`src/rtl/request_unit_if.sv`:
```
// Fetch/data request bundle between the request sequencer and the memory/decode side.
interface request_unit_if #(parameter int WORD_W = 32);
  logic              ihit;
  logic              dhit;
  logic [WORD_W-1:0] imemload;
  logic              dREN_req;
  logic              dWEN_req;
  logic              halt_req;
  logic              imemREN;
  logic              dmemREN;
  logic              dmemWEN;
  logic [WORD_W-1:0] instr;
  logic              pcen;
  logic              halt;
  logic [WORD_W-1:0] retired;

  modport master (
    input  ihit, dhit, imemload, dREN_req, dWEN_req, halt_req,
    output imemREN, dmemREN, dmemWEN, instr, pcen, halt, retired
  );

  modport slave (
    output ihit, dhit, imemload, dREN_req, dWEN_req, halt_req,
    input  imemREN, dmemREN, dmemWEN, instr, pcen, halt, retired
  );
endinterface

```
`src/rtl/request_unit.sv`:
```
// Fetch/memory request sequencer: issues instruction fetches, holds data requests
// until dhit, and strobes pcen once per retired instruction.
//
// state  | meaning
// IFETCH | fetching at PC; non-memory instructions retire on ihit
// DATA   | latched load/store outstanding; retires on dhit
// HALTED | HALT decoded; all requests off until reset
module request_unit #(
  parameter int WORD_W = 32
) (
  input  logic          CLK,
  input  logic          nRST,
  request_unit_if.master bus
);

  typedef enum logic [1:0] {IFETCH, DATA, HALTED} state_t;

  state_t            state, state_next;
  logic [WORD_W-1:0] ir;
  logic              is_store;
  logic [WORD_W-1:0] retired_q;
  logic              ir_load;
  logic              imem_ren;
  logic              dmem_ren;
  logic              dmem_wen;
  logic [WORD_W-1:0] instr_c;
  logic              pcen_c;
  logic              halt_c;

  always_ff @(posedge CLK or negedge nRST) begin
    if (!nRST) state <= IFETCH;
    else       state <= state_next;
  end

  always_comb begin
    state_next = state;
    ir_load    = 1'b0;
    imem_ren   = 1'b0;
    dmem_ren   = 1'b0;
    dmem_wen   = 1'b0;
    instr_c    = ir;
    pcen_c     = 1'b0;
    halt_c     = 1'b0;
    case (state)
      IFETCH: begin
        imem_ren = 1'b1;
        instr_c  = bus.imemload;
        if (bus.ihit) begin
          // HALT wins over any load/store decode on the same word
          if (bus.halt_req) begin
            state_next = HALTED;
            ir_load    = 1'b1;
          end else if (bus.dREN_req || bus.dWEN_req) begin
            state_next = DATA;
            ir_load    = 1'b1;
          end else begin
            pcen_c = 1'b1;
          end
        end
      end
      DATA: begin
        dmem_wen = is_store;
        dmem_ren = ~is_store;
        if (bus.dhit) begin
          pcen_c     = 1'b1;
          state_next = IFETCH;
        end
      end
      HALTED: begin
        halt_c = 1'b1;
      end
      default: state_next = IFETCH;
    endcase
  end

  // The HALT word is latched too so instr keeps showing it while halted.
  always_ff @(posedge CLK or negedge nRST) begin
    if (!nRST) begin
      ir       <= '0;
      is_store <= 1'b0;
    end else if (ir_load) begin
      ir       <= bus.imemload;
      is_store <= bus.dWEN_req;
    end
  end

  always_ff @(posedge CLK or negedge nRST) begin
    if (!nRST)       retired_q <= '0;
    else if (pcen_c) retired_q <= retired_q + 1'b1;
  end

  assign bus.imemREN = imem_ren;
  assign bus.dmemREN = dmem_ren;
  assign bus.dmemWEN = dmem_wen;
  assign bus.instr   = instr_c;
  assign bus.pcen    = pcen_c;
  assign bus.halt    = halt_c;
  assign bus.retired = retired_q;

endmodule

```
`src/flat_wrapper.sv`:
```
// flat-port wrapper written by rule: the top's interface ports become plain ports
module request_unit_flat 
#(
  parameter int WORD_W = 32
)
  (CLK, nRST, bus_ihit, bus_dhit, bus_imemload, bus_dREN_req, bus_dWEN_req, bus_halt_req, bus_imemREN, bus_dmemREN, bus_dmemWEN, bus_instr, bus_pcen, bus_halt, bus_retired);
  request_unit_if #(.WORD_W(WORD_W)) bus_i ();
  input  logic CLK;
  input  logic nRST;
  input wire logic [$bits(bus_i.ihit)-1:0] bus_ihit;
  input wire logic [$bits(bus_i.dhit)-1:0] bus_dhit;
  input wire logic [$bits(bus_i.imemload)-1:0] bus_imemload;
  input wire logic [$bits(bus_i.dREN_req)-1:0] bus_dREN_req;
  input wire logic [$bits(bus_i.dWEN_req)-1:0] bus_dWEN_req;
  input wire logic [$bits(bus_i.halt_req)-1:0] bus_halt_req;
  output wire logic [$bits(bus_i.imemREN)-1:0] bus_imemREN;
  output wire logic [$bits(bus_i.dmemREN)-1:0] bus_dmemREN;
  output wire logic [$bits(bus_i.dmemWEN)-1:0] bus_dmemWEN;
  output wire logic [$bits(bus_i.instr)-1:0] bus_instr;
  output wire logic [$bits(bus_i.pcen)-1:0] bus_pcen;
  output wire logic [$bits(bus_i.halt)-1:0] bus_halt;
  output wire logic [$bits(bus_i.retired)-1:0] bus_retired;
  assign bus_i.ihit = bus_ihit;
  assign bus_i.dhit = bus_dhit;
  assign bus_i.imemload = bus_imemload;
  assign bus_i.dREN_req = bus_dREN_req;
  assign bus_i.dWEN_req = bus_dWEN_req;
  assign bus_i.halt_req = bus_halt_req;
  assign bus_imemREN = bus_i.imemREN;
  assign bus_dmemREN = bus_i.dmemREN;
  assign bus_dmemWEN = bus_i.dmemWEN;
  assign bus_instr = bus_i.instr;
  assign bus_pcen = bus_i.pcen;
  assign bus_halt = bus_i.halt;
  assign bus_retired = bus_i.retired;
  request_unit #(.WORD_W(WORD_W)) u_core (.CLK(CLK), .nRST(nRST), .bus(bus_i));
endmodule
```
`config.mk`:
```
export PLATFORM = sky130hd
export DESIGN_NAME = request_unit_flat
export DESIGN_NICKNAME = d
export VERILOG_FILES = /design/src/rtl/request_unit_if.sv /design/src/rtl/request_unit.sv /design/src/flat_wrapper.sv
export SDC_FILE = /design/constraint.sdc
export NUM_CORES = 1
export LEC_CHECK = 0
export ABC_AREA = 1
export CAP_MARGIN = 20
export CORE_MARGIN = 1.5
export CORE_UTILIZATION = 43
export CTS_CLUSTER_SIZE = 24
export DETAILED_ROUTE_END_ITERATION = 6
export MAX_ROUTING_LAYER = met4
export PLACE_DENSITY = 0.85
export SLEW_MARGIN = 20
export SYNTH_ARGS = -nofsm -noshare
export SYNTH_HDL_FRONTEND = slang
export SYNTH_SLANG_ARGS = --single-unit
```
`constraint.sdc`:
```
create_clock -name CLK -period 1.5 [get_ports CLK]
set_clock_uncertainty 0.1 [all_clocks]
set_input_delay 0.3 -clock CLK [delete_from_list [all_inputs] [get_ports CLK]]
set_output_delay 0.3 -clock CLK [all_outputs]
set_load 0.01 [all_outputs]
```
### Word-level counts from Yosys, hierarchy flattened

Cells that the tools add are included.
W data, S select, Z words.

* add/sub/neg operators: 1
* eq/ne operators: 5
* mux-type cells: 19
* bitwise operators: 2
* reductions and logical operators: 3

Operators with widths (number)
* $add A32 B1 Y32 const B: 1
* $mux W32: 1
* $mux W1: 12
* $mux W2: 4
* $pmux W2 S3: 1
* $ne A2 B2 Y1 const B: 2
* $reduce_and A4 Y1: 1
* $ne A3 B2 Y1 const B: 1
* $eq A2 B1 Y1 const B: 1
* $eq A2 B2 Y1 const B: 1
* $logic_not A2 Y1: 1
* $not A1 Y1: 2
* $pmux W1 S2: 1
* $logic_or A1 B1 Y1: 1

* flip-flop bits (word level): 67
* input port bits: 39
* output and inout port bits: 69
* logic and storage cells: 34

### Logic depth before layout (Yosys ltp)

Gate-level depths: netlist of run 1.

* word-level depth: 5
* gate-level depth with buffers: 8
* mapped depth without buffers: 8

### Worst setup path before layout of run 1

OpenSTA, ideal clock, no wires.

* path type: reg-to-output
* start point: register u_core.state[0]
* end point: output bus_instr[14]
* arrival time: 1.156 ns
* data required time: 1.100 ns
* slack: -0.056 ns
* stages on the path, launching flop included: 6
* buffers on the path: 2
* cells stage by stage: dfrtp_1 -> nor2_2 -> buf_2 -> buf_2 -> nor2_1 -> a21oi_1

* cells in the longest elaborated chain, start to end: 2

RTL lines
* start, declared: RTL line request_unit.sv:18 `state_t state, state_next;`
* start signal, assigned: RTL line request_unit.sv:32 `else state <= state_next;`
* $logic_not A2 Y1: RTL line request_unit.sv:44 `case (state)`
* $mux W32: RTL line request_unit.sv:44
* end, declared: RTL line flat_wrapper.sv:19 `output wire logic [$bits(bus_i.instr)-1:0] bus_instr;`

No other way between the ends.

### Worst setup path in the final report of run 1

* start point: register u_core.state[1]
* end point: register u_core.ir[15]

* cells in the longest elaborated chain, start to end: 2

RTL lines
* $logic_not A2 Y1: RTL line request_unit.sv:44
* $mux W1: RTL line request_unit.sv:44
* end signal, assigned: RTL line request_unit.sv:82 `ir <= bus.imemload;`
* end, declared: RTL line request_unit.sv:19 `logic [WORD_W-1:0] ir;`

No other way between the ends.
A chain may end at the register's enable or synchronous reset.

==> results of run 1 <==
Yosys cell counts:
cell / n / share of area, %
a21oi_1: 64 / 8.9
a21oi_2: 1 / 0.24
a31o_2: 1 / 0.24
and2_1: 1 / 0.17
buf_1: 1 / 0.10
buf_2: 13 / 1.8
buf_4: 5 / 1.0
dfrtp_1: 67 / 47
ha_1: 1 / 0.35
inv_1: 65 / 6.8
nand2_1: 106 / 11
nand2_2: 1 / 0.17
nand3_1: 15 / 2.1
nand3_2: 2 / 0.56
nand3b_1: 7 / 1.5
nand4_1: 14 / 2.4
nor2_1: 104 / 11
nor2_2: 7 / 1.2
nor2_4: 1 / 0.31
o21ai_0: 1 / 0.14
o21ai_1: 1 / 0.14
xnor2_1: 10 / 2.4
xor2_1: 3 / 0.73
path summary, 6_finish.rpt:
path / from / endpoint / cells after the start
setup / recovery: u_core.state[1] / u_core.ir[15] / 12
hold / removal: nRST / u_core.ir[15] / 3
setup reg to reg: u_core.state[1] / u_core.ir[15] / 12
hold reg to reg: u_core.bus.retired[6] / u_core.bus.retired[6] / 1
max in group asynchronous: nRST / u_core.bus.retired[13] / 3
min in group CLK: u_core.bus.retired[6] / u_core.bus.retired[6] / 1
cell families (layout without fill, tap and decap cells):
| family | Yosys count | in the layout |
|---|---|---|
| DFF | 67 | 67 |
| buffers and inverters | 84 | 315 |
| AOI/OAI and AO/OA | 68 | 68 |
| xor gates and xnor gates | 13 | 13 |
| adders and majority gates | 1 | 1 |
| and+or+nand+nor | 258 | 258 |
worst max-delay path, delay by kind of cell, from the launching register on:
| kind | cells | cell delay [ps] |
|---|---|---|
| AO/OA/AOI/OAI | 2 | 420 |
| flip-flops | 1 | 430 |
| buffers and inverters | 7 | 910 |
| AND/OR/NAND/NOR | 3 | 250 |
final cells by class:
cell class / instances / area (µm²)
clock buffer: 10 / 138
clock inverter: 6 / 88.8
inverter: 65 / 251
timing repair buffer: 234 / 2420
tap: 105 / 131
multi-input combinational: 340 / 2520
sequential: 67 / 1680
fill: 277 / 908
power groups by stage:
stage / registers, µW / clock network, µW / logic, µW
6_report: 3090 / 1830 / 7020
5_1_grt: 3100 / 1860 / 7250
4_1_cts: 2740 / 1750 / 5450
3_5_place_dp: 2620 / 0 / 3870
3_3_place_gp: 2580 / 0 / 3710
2_1_floorplan: 2580 / 0 / 1910
placed cells by master, fill, tap and decap left out, drive strengths merged, types with 10 or more instances in the layout:
cell type and instances:
nand2 107, a21oi 65, clkbuf 14, nor2 112
xnor2 10, nand4 14, inv 65, dlygate4sd2 26
nand3 17, clkdlybuf4s50 37, buf 163, dfrtp 67
registers in the layout, summed over array words and instances (netlist names):
name	count
u_core.bus.retired	32
u_core.ir	32
u_core.state	2
u_core.is_store	1
repair_timing:
| action | 4_1_cts | 5_1_grt |
|---|---|---|
| endpoints found under the setup margin | 136 | 107 |
| resized for setup | 361 | 122 |
| hold buffers | 1 | 0 |
| gates cloned | 17 | 4 |
| setup buffers | 47 | 9 |
| pin swaps | 46 | 27 |
| endpoints found under the hold margin | 67 | 0 |
layer usage:
| metal | part of all wire, % | up-vias |
|---|---|---|
| met5 | 0 | - |
| met4 | 9.1 | 0 |
| met3 | 11 | 207 |
| met2 | 46 | 462 |
| met1 | 33 | 2365 |
| li1 | - | 2002 |
per-stage QoR:
step                hold WS, ps  cell area, µm²  setup WS (ps)  power, µW
floorplan                 -95.6            3670          -13.1       4500
global placement            247            5240           -621       6290
detailed placement          250            5240           -621       6490
CTS                         398            6690           -511       9930
global route                424            7230           -711      12200
finish                      401            7230           -699      11900
==> impl_metrics.env, run 1 <==
export IMPL_synthAdderAreaFrac_pct=0.348
export IMPL_avgViaCountPerCell=6.09
export IMPL_io_pins=108
export IMPL_place_congestion=0.917
export IMPL_core_area_mm2=0.00813
export IMPL_clock_sinks=67
export IMPL_seq_area_frac_synth_pct=46.7
export IMPL_busiest_layer="met2"
export IMPL_grt_pass1_wl_mm=25.6
export IMPL_sw_frac_of_total_pct=43.4
export IMPL_grtUsageMet3_pct=10.2
export IMPL_dpl_cell_count=742
export IMPL_synth_cell_types=23
export IMPL_antenna_cells=0
export IMPL_fin_crit_sh_pct=147
export IMPL_grt_pass1_vias=5014
export IMPL_ir_worst_vdd_uv=734
export IMPL_fin_util_pct=88.8
export IMPL_syn2layout_area_growth_pct=101
export IMPL_syn_cell_area_mm2=0.00359
export IMPL_drcViolationCount=0
export IMPL_setup_viol=106
export IMPL_numCtsBuffers=9
export IMPL_antenna_found_initial=0
export IMPL_nets=757
export IMPL_p_seq_share_pct=25.9
export IMPL_period_needed_ps=2200
export IMPL_synthSimpleGateAreaFrac_pct=30.4
export IMPL_pwr_share_clk_pct=15.3
export IMPL_fin_tns_setup_ps=-54360
export IMPL_power_density_mw_per_mm2=1650
export IMPL_power_switching_uw=5180
export IMPL_cp_max_fo=7
export IMPL_maxSlewHeadroom_pct=66.2
export IMPL_drive_gt1_share_pct=50.6
export IMPL_rrSetupSlack_ps=-700
export IMPL_initial_core_util_pct=44.2
export IMPL_wire_per_inst_um=24.6
export IMPL_drv_cap=0
export IMPL_max_freq_mhz=455
export IMPL_grt_setup_unrepaired="yes"
export IMPL_slew_violations=0
export IMPL_cts_root_buf="clkbuf_8"
export IMPL_postSynthCellCount=491
export IMPL_start_kind="flop"
export IMPL_arrival_ps=2390
export IMPL_cpMaxStageDelayCell="dfrtp_1"
export IMPL_drt_iter0_markers=493
export IMPL_met2_usage_pct=67.4
export IMPL_crit_chain="nor2_4 -> buf_6 -> buf_12 -> buf_12 -> buf_16 -> buf_6 -> nand2_4 -> a21oi_4 -> buf_6 -> buf_16 -> nor2_4 -> a21oi_4"
export IMPL_p_comb_share_pct=58.8
export IMPL_min_path_type="in2async"
export IMPL_syn_avg_cell_area_um2=7.32
export IMPL_use_met1_pct=40.0
export IMPL_instances_no_fill=827
export IMPL_dr_total_vias=5036
export IMPL_overflow=0
export IMPL_yosysWarnings=0
export IMPL_tightestPinTransition_ps=505
export IMPL_rows=33
export IMPL_cpMostUsedCell="buf_6"
export IMPL_ant_nets=0
export IMPL_cts_buffer_depth=2
export IMPL_ys_seq_elements=67
export IMPL_internal_power_uw=6750
export IMPL_chipHeight_um=94.4
export IMPL_end_kind="flop"
export IMPL_finalHoldViolCount=0
export IMPL_place_hpwl_mm=7.30
export IMPL_cts_tree="yes"
export IMPL_synthMuxAreaShare_pct=0
export IMPL_grt_start_max_net_pins=68
export IMPL_synth_top_family_by_area="simple AND/OR/NAND/NOR gates"
export IMPL_postLayoutSetupSlackWorst_ps=-699
export IMPL_status="finished with violations"
export IMPL_clk_pin_slew_worst_paths_ps=110
export IMPL_p_leak_uw=0.00345
export IMPL_cpPeakStageDelay_ps=430
export IMPL_drt_total_wl_mm=20.3
export IMPL_die_w_um=94.4
export IMPL_h_tree_depth=3
export IMPL_insertion_delay_ps=370
export IMPL_die_area_mm2=0.00891
export IMPL_cp_required_ps=1690
export IMPL_worst_setup_path_type="reg2reg"
export IMPL_gr_usage_all_layers_pct=39.5
export IMPL_synth_xor_area_share_pct=3.17
export IMPL_port_buffer_count=107
export IMPL_dr_pass1_iters=6
export IMPL_violations="setup timing"
export IMPL_syn_nets=531
export IMPL_synth_compound_area_share_pct=9.68
Power figures use the tool's default switching activity.
==> inputs of run 2 (changes only) <==
- ABC_AREA: 1 -> unset
- CORE_UTILIZATION: 43 -> 42
- TNS_END_PERCENT: unset -> 1
==> run 2 against run 1 <==
Net effect: the run still ends with setup timing left; clock power shrank 9.8%; global-route usage decreased by 15 points; wire length shrank 51%; combinational power decreased by 61%; area after synthesis decreased by 7.3%; non-clock buffer count down 54; via count down 42%; core utilization shrank 16 points.
==> impl_metrics.env, run 2 <==
export IMPL_status="finished with violations"
export IMPL_yosys_most_used_dff="dfrtp_1"
export IMPL_yosysMostFrequentCell="dfrtp_1"
export IMPL_n_fill_cell=495
export IMPL_core_area_mm2=0.00769
export IMPL_finalHoldViolCount=0
export IMPL_h_tree_depth=3
export IMPL_drive_gt1_share_pct=54.0
export IMPL_power_density_mw_per_mm2=1230
export IMPL_drt_iter0_markers=81
export IMPL_synth_top_area_share_pct=50.3
export IMPL_antenna_cells=0
export IMPL_place_hpwl_mm=6.10
export IMPL_min_path_type="in2reg"
export IMPL_ant_nets=0
export IMPL_placedInstanceArea_mm2=0.00495
export IMPL_drt_total_wl_mm=9.92
export IMPL_cts_root_buf="clkbuf_8"
export IMPL_rows=32
export IMPL_io_pins=108
export IMPL_insertion_delay_ps=340
export IMPL_ys_seq_elements=67
export IMPL_seq_area_frac_synth_pct=50.3
export IMPL_dr_pass1_iters=4
export IMPL_avgViaCountPerCell=5.30
export IMPL_mostFrequentLayoutCells="dfrtp_1 (63), buf_4 (56), buf_6 (43), clkdlybuf4s50_1 (35)"
export IMPL_yosysWarnings=0
export IMPL_yosys_top_cells_count="dfrtp_1 (67), mux2_2 (66), xor2_1 (18), nand3_1 (13), xnor2_1 (13)"
export IMPL_syn_nets=309
export IMPL_pre_cts_ws_ps=-860
export IMPL_nets=485
export IMPL_drv_cap=0
export IMPL_grt_pass1_wl_mm=15.5
export IMPL_die_w_um=92.1
export IMPL_die_area_mm2=0.00847
export IMPL_initial_core_util_pct=43.3
export IMPL_postSynthCellCount=269
export IMPL_async_reset_ff_share_pct=100
export IMPL_cp_max_fo=6
export IMPL_antenna_found_initial=0
export IMPL_fin_area_mm2=0.00563
export IMPL_fin_crit_sh_pct=139
export IMPL_syn_cell_area_mm2=0.00333
export IMPL_postLayoutSetupSlackWorst_ps=-588
export IMPL_chipHeight_um=92.1
export IMPL_violations="setup timing"
export IMPL_period_needed_ps=2090
export IMPL_cts_tree="yes"
export IMPL_grt_pass1_vias=3003
export IMPL_worst_setup_path_type="reg2out"
export IMPL_clk_pin_slew_worst_paths_ps=80
export IMPL_start_kind="flop"
export IMPL_dr_total_vias=2924
export IMPL_port_buffer_count=107
export IMPL_tightestPinTransition_ps=399
export IMPL_overflow=0
export IMPL_synth_cell_types=33
export IMPL_syn_avg_cell_area_um2=12.4
export IMPL_p_leak_uw=0.00285
export IMPL_cts_buffer_depth=2
export IMPL_mostFrequentLayoutCell="dfrtp_1"
export IMPL_place_congestion=0.875
export IMPL_cp_required_ps=1100
export IMPL_grt_start_max_net_pins=68
export IMPL_numCtsBuffers=9
export IMPL_clock_sinks=67
export IMPL_arrival_ps=1690
export IMPL_end_kind="output port"
export IMPL_setup_viol=103
export IMPL_yosys_top_cells_area="dfrtp_1 (50%), mux2_2 (22%), xor2_1 (4.7%)"
export IMPL_grt_setup_unrepaired="yes"
export IMPL_gr_usage_all_layers_pct=24.4
export IMPL_maxSlewHeadroom_pct=73.2
export IMPL_slew_violations=0
export IMPL_drcViolationCount=0
export IMPL_wire_per_inst_um=18.0
export IMPL_yosys_area_top_type="dfrtp_1"
export IMPL_synth_edf_count=0
export IMPL_syn2layout_area_growth_pct=69.1
export IMPL_max_freq_mhz=479
export IMPL_ir_worst_vdd_uv=641
[run 2: cell families (layout without fill, tap and decap cells)]
logic type                 after synthesis  count (layout)  synth area share [%]
AOI/OAI and AO/OA                        4               4                 0.902
xor gates and xnor gates                31              31                  8.15
adders and majority gates                1               1                 0.376
buffers and inverters                   17             198                  2.25
DFF                                     67              67                  50.3
muxes                                   66              66                  22.3
and+or+nand+nor                         83              83                  15.7
[run 2: final timing paths]
kind	from	endpoint	slack [ps]	cells past startpoint
setup / recovery	u_core.state[0]	bus_instr[3]	-590	6
hold reg to reg	u_core.bus.retired[31]	u_core.bus.retired[31]	370	1
setup reg to reg	u_core.state[0]	u_core.bus.retired[19]	-510	7
max in group asynchronous	nRST	u_core.bus.retired[0]	560	3
min in group asynchronous	nRST	u_core.ir[21]	440	3
hold / removal	bus_halt_req	u_core.state[1]	330	4
[run 2: layout make-up]
| cell class | instances | area (µm²) | area share, % |
|---|---|---|---|
| clock buffers | 10 | 128 | 2.27 |
| clock inverters | 6 | 90.1 | 1.60 |
| inverters | 2 | 7.51 | 0.133 |
| multi-input cells | 185 | 1900 | 33.7 |
| flip-flops and latches | 67 | 1680 | 29.9 |
| well taps | 102 | 128 | 2.27 |
| repair buffers | 180 | 1700 | 30.1 |
[run 2: metal layers]
layer	share of wire (%)	routed length [µm]	vias up	GRT usage, %
met3	5.7	565	14	5.56
met2	52	5160	113	42.0
li1	-	-	1335	-
met4	1.3	127	0	6.79
met5	0	0	-	-
met1	41	4070	1462	28.6
[run 2: power by group]
group	internal [µW]	switching, µW	leakage, µW	total (µW)
clock	939	707	0.000106	1650
sequential	2280	278	0.000854	2560
combinational	1820	900	0.00189	2720
total	5030	1890	0.00285	6920
[run 2: through the flow]
stage / utilization [%] / std cells / total power (µW) / TNS [ps] / hold slack (ps)
4_1_cts: 71.9 / 552 / 6840 / -44980 / 370
6_report: 73.3 / 552 / 6920 / -40870 / 331
5_1_grt: 73.3 / 552 / 7220 / -48660 / 329
3_3_place_gp: 64.5 / 521 / 4750 / -59050 / 247
2_1_floorplan: - / 269 / 3570 / -9400 / -95.6
3_5_place_dp: 64.5 / 521 / 4860 / -59440 / 254
[run 2: worst max-delay path: stages, from the launching register on]
cell,delay (ps)
dfrtp_1,410
nor2_4,120
buf_6,110
buf_6,130
buf_12,130
mux2_4,310
buf_6,130
[run 2: repair_timing]
action	in CTS	in global routing
cloned	3	0
pin swaps	6	6
buffers inserted	11	2
hold buffers	1	0
resized for setup	326	35
endpoints found under the setup margin	135	110
endpoints found under the hold margin	67	0
==> inputs of run 3 (changes only) <==
- SLEW_MARGIN: 20 -> unset
==> results of run 3 <==
No change in the layout: final DEF, timing and power equal those of run 2.
==> edit: new RTL, settings of run 1 <==
`WORD_W` is set to 32 in 3 places; all go to 28.
--- a/src/rtl/request_unit_if.sv
+++ b/src/rtl/request_unit_if.sv
@@ -1,5 +1,5 @@
 // Fetch/data request bundle between the request sequencer and the memory/decode side.
-interface request_unit_if #(parameter int WORD_W = 32);
+interface request_unit_if #(parameter int WORD_W = 28);
   logic              ihit;
   logic              dhit;
   logic [WORD_W-1:0] imemload;
--- a/src/rtl/request_unit.sv
+++ b/src/rtl/request_unit.sv
@@ -6,7 +6,7 @@
 // DATA   | latched load/store outstanding; retires on dhit
 // HALTED | HALT decoded; all requests off until reset
 module request_unit #(
-  parameter int WORD_W = 32
+  parameter int WORD_W = 28
 ) (
   input  logic          CLK,
   input  logic          nRST,
--- a/src/flat_wrapper.sv
+++ b/src/flat_wrapper.sv
@@ -1,7 +1,7 @@
 // flat-port wrapper written by rule: the top's interface ports become plain ports
 module request_unit_flat 
 #(
-  parameter int WORD_W = 32
+  parameter int WORD_W = 28
 )
   (CLK, nRST, bus_ihit, bus_dhit, bus_imemload, bus_dREN_req, bus_dWEN_req, bus_halt_req, bus_imemREN, bus_dmemREN, bus_dmemWEN, bus_instr, bus_pcen, bus_halt, bus_retired);
   request_unit_if #(.WORD_W(WORD_W)) bus_i ();
Interface: changed (resized bus_imemload, bus_instr and bus_retired); port bits go from 108 to 96. The function was not compared with the original's and may differ.
==> edit against run 1 <==
The flow still finishes with violations (negative setup slack). Die area decreased by 14%. Wire length decreased by 44%. Worst setup slack improved by 280 ps. Sequential cell count decreased by 8. Combinational power decreased by 44%. Synthesized area decreased by 14%. Cell area decreased by 27%. Power decreased by 36%. Critical path type is now register to primary output. Largest cell class is now non-clock buffers.
==> edit: results (changes against run 1) <==
| Item | Reported | Change |
|:---|:---|:---|
| List of most frequent post-synthesis cells | nor2_1, nand2_1, dfrtp_1 |  |
| HPWL after detailed placement | 6335 µm | -13% |
| Fraction of layout instances using a drive strength above 1 | 31.54% | -19 points |
| H-tree levels | 3 | unchanged |
| Critical path endpoint | bus_instr[19] |  |
| Count of inserted antenna diode cells | 0 | unchanged |
| First drt pass iteration count | 7 | +1 |
| Number of nets at the end of the flow | 647 | -15% |
| Count of routing violations after the opening detailed-route iteration | 273 | -45% |
| Wire length of the first global-routing pass | 17,080 µm | -33% |
| Syn_area_per_cell | 7.367 µm² | +0.69% |
| Number of setup violations in the final report | 92 | -13% |
| CP Max Fanout | 6 | -1 |
| Hold Path Origin | u_core.bus.retired[10]$_DFFE_PN0P_ |  |
| Gpl congestion | 0.9334 | +1.8% |
| Final std cells w/o fill | 711 | -14% |
| Worst min-delay path class | register to register |  |
| Area of placed instances | 4572 µm² | -13% |
| Post-synth EDFFs | 0 | unchanged |
| Post-CTS clock slew at the launch and capture registers of the worst setup and hold paths | 60 ps | -50 ps |
| Max rail drop VDD | 0.6540 mV | -11% |
| Sequential area share after synthesis | 47.83% | +1.2 points |
| Number of cells on the worst hold path | 1 |  |
| Initial antenna violation count | 0 | unchanged |
| Total negative setup slack | -27,550 ps | +26,820 ps |
| Via count of the first global-routing pass | 3,652 | -27% |
| Slew @ Worst Pin | 402.3 ps | -103.0 ps |
| Via Count | 3,764 | -25% |
| Reg2reg end | u_core.bus.retired[23]$_DFFE_PN0P_ |  |
| Total global routing track utilization | 29.86% | -9.6 points |
| Skew-Pair Late Insertion Delay | 340 ps | -30 ps |
| Post-route worst setup slack | -414.1 ps | +284.7 ps |
| Worst reg-to-reg path cell count | 9 | -3 |
| Worst setup slack before clock tree synthesis | -658.8 ps | -38.33 ps |
| Main synth FF type | dfrtp_1 |  |
| Number of nets produced by synthesis | 455 | -14% |
| Violations in the final reports | negative setup slack |  |
| Post-Place Cells | 655 | -12% |
| Routed wirelength normalized by instance count | 16.04 µm | -35% |
| Hold slack final | 414.8 ps | +13.54 ps |
| Leak | 0.002567 µW | -26% |
| Number of clock buffers inserted by TritonCTS | 9 | unchanged |
| Biggest area contributors in the synthesized netlist | dfrtp_1, nor2_1, nand2_1, a21oi_1, inv_1 |  |
| Result of the run | finished with violations |  |
| Number of distinct library cells after synthesis | 20 | -13% |
| Startpoint-to-endpoint class of the critical path | register to primary output |  |
| Filler cell count | 462 | +67% |
| CP startpoint kind | register |  |
| Proportion of synthesized flip-flops having asynchronous set or reset | 100.0% | unchanged |
| Setup slack on the worst flop-to-flop path | -400 ps | +300 ps |
| Launching instance or port of the critical path | u_core.state[0]$_DFFE_PN0P_ |  |
| Total of buffers placed on input and output ports | 95 | -11% |
| Power density normalized to cell area | 1445 nW/µm² | -13% |
| Synth warn | 0 | unchanged |
| Critical path arrival | 1510 ps | -880 ps |
| Largest net degree at the start of global routing | 31 | -54% |
## edit: cell count changes after synthesis, sizes merged, moves of 4 or more
cell,change
nand2,-27
nor2,-16
inv,-10
a21oi,-8
dfrtp,-8
buf,-5
nand3b,-4
## edit: logic make-up after synthesis
kind of cell	count (synthesis)	synth area share, %
and+or+nand+nor	213	28.50
DFF	59	47.83
AOI/OAI and AO/OA	61	10.01
xor gates and xnor gates	14	3.973
buffers and inverters	71	9.283
adders and majority gates	1	0.4053
## edit: timing repair
| item | in CTS | in global routing |
|---|---|---|
| cloned | 9 | 2 |
| endpoints found under the hold margin | 59 | 0 |
| endpoints found under the setup margin | 120 | 98 |
| buffers inserted | 24 | 7 |
| resized for setup | 222 | 26 |
| pin swaps | 10 | 2 |
| hold buffers | 1 | 0 |
## edit: cell type report
cell class                      instances  share of cell area (%)
Sequential cell                        59                   28.06
Multi-Input combinational cell        289                   28.23
Timing Repair Buffer                  197                   34.04
Clock buffer                           13                   3.200
Clock inverter                          2                  0.1896
Tap cell                               96                   2.275
Inverter                               55                   4.006
## edit: report_power, final
part           total (µW)  switching (µW)  internal (µW)
registers            2360             331           2030
clock network        1320             603            721
logic                3940            1950           1990
## edit: critical path, cell delays in order, from the launching register on
cell     delay (ps)
dfrtp_1         400
nor2_4          150
buf_8           160
buf_8           140
nor2_4           50
a21oi_2         110
buf_2           160
## edit: metal layers
metal / vias to the layer above / track usage, % / part of all wire, %
met5: - / - / 0
met4: 0 / 13.56 / 4.8
met3: 67 / 4.430 / 8.6
met2: 247 / 52.46 / 51
met1: 1742 / 33.29 / 36
li1: 1708 / - / -
